<file path="src/rtl/starfield_scroll_controller_if.sv">
// Bundles the pixel-position inputs, scroll controls and renderer-facing
// outputs of the starfield scroll controller.
interface starfield_scroll_controller_if #(
  parameter int DISP_W  = 5,
  parameter int SPEED_W = 4
) ();
  logic [9:0]         x;
  logic [9:0]         y;
  logic [SPEED_W-1:0] speed;
  logic               pause;
  logic               dir;
  logic [DISP_W-1:0]  displacement;
  logic               frame_tick;
  logic               step_tick;
  logic               paused;

  // Driver side: sync generator plus control source
  modport master (
    output x, y, speed, pause, dir,
    input  displacement, frame_tick, step_tick, paused
  );

  // Controller side
  modport slave (
    input  x, y, speed, pause, dir,
    output displacement, frame_tick, step_tick, paused
  );
endinterface

</file>
<file path="src/rtl/starfield_scroll_controller.sv">
// Starfield scroll controller: detects the start of each VGA frame from the
// pixel position and advances a star displacement offset once every
// (speed+1) running frames, with pause and direction control. Every state
// change (FSM, counter, displacement) happens only at a frame-start edge.
module starfield_scroll_controller #(
  parameter int DISP_W  = 5,
  parameter int SPEED_W = 4
) (
  input logic                          clk,
  input logic                          reset,
  starfield_scroll_controller_if.slave bus
);

  typedef enum logic [1:0] {
    IDLE   = 2'd0,
    RUN    = 2'd1,
    PAUSED = 2'd2
  } state_t;

  state_t             state_q, state_d;
  logic [SPEED_W-1:0] counter_q, counter_d;
  logic [DISP_W-1:0]  displacement_q, displacement_d;
  logic               prev_origin_q, prev_origin_d;
  logic               frame_tick_q, frame_tick_d;
  logic               step_tick_q, step_tick_d;
  logic               paused_q, paused_d;

  logic origin;
  logic frame_start;
  logic step;

  // Frame-start detection: origin may be held for several clocks when the
  // pixel enable is slower than clk, so only its rising edge counts.
  always_comb begin
    origin        = (bus.x == '0) && (bus.y == '0);
    frame_start   = origin && !prev_origin_q;
    prev_origin_d = origin;
  end

  // Next-state, frame counter and displacement update; evaluated only at
  // frame starts so mid-frame control changes are ignored until then.
  always_comb begin
    state_d        = state_q;
    counter_d      = counter_q;
    displacement_d = displacement_q;
    step           = 1'b0;

    if (frame_start) begin
      case (state_q)
        IDLE: begin
          // First frame only synchronises; no step.
          state_d   = RUN;
          counter_d = '0;
        end
        RUN, PAUSED: begin
          if (bus.pause) begin
            state_d = PAUSED;
          end else begin
            // Leaving PAUSED evaluates this frame like a normal RUN frame.
            // The >= test also catches speed lowered below the counter.
            state_d = RUN;
            if (counter_q >= bus.speed) begin
              step      = 1'b1;
              counter_d = '0;
            end else begin
              counter_d = counter_q + SPEED_W'(1);
            end
          end
        end
        default: begin
          state_d   = IDLE;
          counter_d = '0;
        end
      endcase
    end

    if (step) begin
      displacement_d = bus.dir ? (displacement_q - DISP_W'(1))
                               : (displacement_q + DISP_W'(1));
    end

    frame_tick_d = frame_start;
    step_tick_d  = step;
    paused_d     = (state_d == PAUSED);
  end

  // State register; prev_origin resets high so an origin present around
  // reset is not mistaken for a frame start.
  always_ff @(posedge clk) begin
    if (reset) begin
      state_q        <= IDLE;
      counter_q      <= '0;
      displacement_q <= '0;
      prev_origin_q  <= 1'b1;
      frame_tick_q   <= 1'b0;
      step_tick_q    <= 1'b0;
      paused_q       <= 1'b0;
    end else begin
      state_q        <= state_d;
      counter_q      <= counter_d;
      displacement_q <= displacement_d;
      prev_origin_q  <= prev_origin_d;
      frame_tick_q   <= frame_tick_d;
      step_tick_q    <= step_tick_d;
      paused_q       <= paused_d;
    end
  end

  assign bus.displacement = displacement_q;
  assign bus.frame_tick   = frame_tick_q;
  assign bus.step_tick    = step_tick_q;
  assign bus.paused       = paused_q;

endmodule

</file>
<file path="src/flat_wrapper.sv">
// flat-port wrapper written by rule: the top's interface ports become plain ports
module starfield_scroll_controller_flat 
#(
  parameter int DISP_W  = 5,
  parameter int SPEED_W = 4
)
  (clk, reset, bus_x, bus_y, bus_speed, bus_pause, bus_dir, bus_displacement, bus_frame_tick, bus_step_tick, bus_paused);
  starfield_scroll_controller_if #(.DISP_W(DISP_W), .SPEED_W(SPEED_W)) bus_i ();
  input logic clk;
  input logic reset;
  input wire logic [$bits(bus_i.x)-1:0] bus_x;
  input wire logic [$bits(bus_i.y)-1:0] bus_y;
  input wire logic [$bits(bus_i.speed)-1:0] bus_speed;
  input wire logic [$bits(bus_i.pause)-1:0] bus_pause;
  input wire logic [$bits(bus_i.dir)-1:0] bus_dir;
  output wire logic [$bits(bus_i.displacement)-1:0] bus_displacement;
  output wire logic [$bits(bus_i.frame_tick)-1:0] bus_frame_tick;
  output wire logic [$bits(bus_i.step_tick)-1:0] bus_step_tick;
  output wire logic [$bits(bus_i.paused)-1:0] bus_paused;
  assign bus_i.x = bus_x;
  assign bus_i.y = bus_y;
  assign bus_i.speed = bus_speed;
  assign bus_i.pause = bus_pause;
  assign bus_i.dir = bus_dir;
  assign bus_displacement = bus_i.displacement;
  assign bus_frame_tick = bus_i.frame_tick;
  assign bus_step_tick = bus_i.step_tick;
  assign bus_paused = bus_i.paused;
  starfield_scroll_controller #(.DISP_W(DISP_W), .SPEED_W(SPEED_W)) u_core (.clk(clk), .reset(reset), .bus(bus_i));
endmodule
</file>
<file path="config.mk">
export PLATFORM = sky130hd
export DESIGN_NAME = starfield_scroll_controller_flat
export DESIGN_NICKNAME = d
export VERILOG_FILES = /design/src/rtl/starfield_scroll_controller_if.sv /design/src/rtl/starfield_scroll_controller.sv /design/src/flat_wrapper.sv
export SDC_FILE = /design/constraint.sdc
export NUM_CORES = 1
export LEC_CHECK = 0
export ABC_AREA = 1
export CORE_MARGIN = 10
export CORE_UTILIZATION = 44
export DETAILED_ROUTE_END_ITERATION = 6
export GPL_TIMING_DRIVEN = 0
export PLACE_DENSITY = 0.78
export SYNTH_ARGS = -nofsm -noshare
export SYNTH_HDL_FRONTEND = slang
export SYNTH_SLANG_ARGS = --single-unit
export TNS_END_PERCENT = 20
</file>
<file path="constraint.sdc">
create_clock -name clk -period 1.8 [get_ports clk]
set_clock_uncertainty 0.1 [all_clocks]
set_input_delay 0.36 -clock clk [delete_from_list [all_inputs] [get_ports clk]]
set_output_delay 0.36 -clock clk [all_outputs]
set_load 0.05 [all_outputs]
</file>
==> flow_summary.json <==
{
  "power_density_nw_per_um2": 418,
  "synth_top_area_share_pct": 28.8,
  "yosys.area.top_type": "dfxtp_1",
  "crit_chain": "dlygate4sd2_1",
  "yosys_warnings": 0,
  "finalMaxSlewViolations": 0,
  "antenna_left": 0,
  "drt_iter0_drc": 41,
  "hold_viol_final": 0,
  "cp_max_fo": 5,
  "worstPathRequired_ns": 1.34,
  "first_pass_iters": 4,
  "max_freq_mhz": 587,
  "remaining_drc_errors": 0,
  "wl_per_cell_um": 12.0,
  "cp-start-kind": "flop",
  "leakagePower_uw": 0.000797,
  "worst-path-buf-inv": 1,
  "wirelength_mm": 2.62,
  "clock_latency_ns": 0.28,
  "setup_viol": 0,
  "numPortBuffers": 35,
  "drive_gt1_share_pct": 16.8,
  "final_common_cell": "nand2_1",
  "critPathArrivalTime_ns": 1.24,
  "slew_headroom_pct": 67.1,
  "fin_crit_sh_pct": 94.6,
  "die_w_um": 68.7,
  "hpwl_mm": 2.10,
  "max_stage_delay_ns": 0.55,
  "num_antenna_cells": 0,
  "dp.cells": 214,
  "post-cts-setup-buffers": 0,
  "mostFrequentLayoutCells": "nand2_1, nor2_1, clkdlybuf4s50_1, inv_1, dfxtp_1",
  "cts_buffers": 3,
  "seq_area_frac_synth_pct": 28.8,
  "core_region_area_um2": 2230,
  "cts_buffer_depth": 2,
  "clock-sinks": 15,
  "cts_tree": "built",
  "final_util_pct": 69.1,
  "avgSynthCellArea_um2": 6.91,
  "die_h_um": 68.7,
  "syn_to_final_growth_pct": 47.8,
  "netlist_instances": 151,
  "syn-cell-area_um2": 1040,
  "syn-num-nets": 190,
  "antenna_found_initial": 0,
  "crit_path_top_delay_cell": "dlygate4sd2_1",
  "h-tree-depth": 1,
  "critPathTopFamily": "buffers and inverters",
  "clock_tree.root_cell": "clkbuf_4",
  "finish.instance_area_um2": 1540,
  "nFillCells": 206,
  "worst_setup_path_end_kind": "primary output",
  "setup.worst_path.class": "flop to primary output",
  "grt_max_degree": 11,
  "grtUsageTotal_pct": 11.0,
  "path_clk_slew_ns": 0.09,
  "grt_pass1_vias": 989,
  "overflow": 0,
  "vias": 1034,
  "place_area_um2": 1430,
  "ios": 36,
  "vias_per_cell": 4.74,
  "num_rows": 17,
  "run_status": "finished clean",
  "grt_first_pass_wirelength_mm": 4.19,
  "irDropWorstVdd_mv": 0.324,
  "fin_crit_ns": 1.70,
  "die_area_um2": 4720,
  "ys_seq_elements": 15,
  "hold_class": "flop to flop",
  "cap_violations": 0,
  "synth.area.top_cells": "dfxtp_1, nand2_1, ha_1",
  "ys_types": 25,
  "initial_core_util_pct": 46.7,
  "worst_pin_slew_ns": 0.495,
  "fin_nets": 230,
  "instances_no_fill": 218,
  "gp_congestion": 0.789
}
-- power breakdown --
part / internal [uW] / total [uW] / switching (uW) / leakage, uW
Clock: 86.0 / 200 / 114 / 0.0000150
Combinational: 68.5 / 110 / 41.6 / 0.000660
Sequential: 333 / 335 / 1.96 / 0.000122
Total: 487 / 645 / 157 / 0.000797
-- state kept, by name (all words and copies together) (netlist names) --
signal	flops
u_core.bus.step_tick	1
u_core.bus.displacement	5
u_core.bus.paused	1
u_core.bus.frame_tick	1
u_core.prev_origin_q	1
u_core.counter_q	4
u_core.state_q	2
-- final cells by class --
cell class | count | area [um^2] | area share (%)
Tap cell | 28 | 35.0 | 2.27
Clock buffer | 4 | 26.3 | 1.70
Multi-Input combinational cell | 111 | 729 | 47.3
Timing Repair Buffer | 35 | 347 | 22.5
Buffer | 1 | 7.51 | 0.487
Sequential cell | 15 | 303 | 19.6
Inverter | 24 | 95.1 | 6.16
-- layer usage --
metal / GRT usage (%) / part of all wire, % / vias up
met1: 11.9 / 41 / 455
met5: 0 / 0 / -
li1: - / - / 545
met2: 19.8 / 51 / 30
met4: 4.43 / 1.5 / 0
met3: 2.90 / 6.7 / 4
-- synthesized netlist by cell type --
library cell,instances
nor2_2,2
nand3_1,14
o21ai_0,1
xnor2_1,2
nand3_2,1
nand2_1,35
a21oi_1,3
clkinv_2,1
clkbuf_4,1
o21ai_2,1
nor2_8,1
inv_1,22
and2_1,2
fa_1,1
nand3_4,1
nand2_2,1
dfxtp_1,15
clkinv_1,1
nor2_1,29
nor2_4,2
xor2_1,2
nand2_4,1
nor3_1,1
ha_1,10
a21o_1,1
-- logic make-up (layout without fill, tap and decap cells) --
family	Yosys count	count (layout)	synth area share, %
XOR/XNOR	4	4	3.36
buffers and inverters	25	64	9.47
AO/OA/AOI/OAI	6	6	3.48
adder cells (fa/ha/maj)	11	11	13.9
AND/OR/NAND/NOR	90	90	41.0
flip-flops	15	15	28.8
-- timing repair --
item / CTS / global route
pin swaps: 0 / 5
gates resized for setup: 12 / 22
hold endpoints to repair: 0 / 0
setup endpoints to repair: 16 / 8
hold buffers: 0 / 0
gates cloned: 0 / 0
-- path summary, 6_finish.rpt --
kind,start,endpoint,slack (ns),depth (start not counted)
max,u_core.bus.displacement[0],bus_displacement[0],0.1,1
min,u_core.bus.displacement[4],u_core.bus.displacement[4],0.39,2
max reg2reg,u_core.state_q[0],u_core.bus.displacement[1],0.12,10
min reg2reg,u_core.bus.displacement[4],u_core.bus.displacement[4],0.39,2
-- metrics by stage --
stage	setup slack (ns)	hold WS, ns	power [uW]	setup TNS [ns]
3_5_place_dp	-0.399	0.384	445	-3.46
2_1_floorplan	0.0997	0.329	376	0
5_1_grt	-0.000410	0.420	665	-0.000410
4_1_cts	-0.0451	0.395	636	-0.100
3_3_place_gp	-0.366	0.382	441	-2.85
6_report	0.0970	0.393	645	0
(Power assumes the default switching activity.)
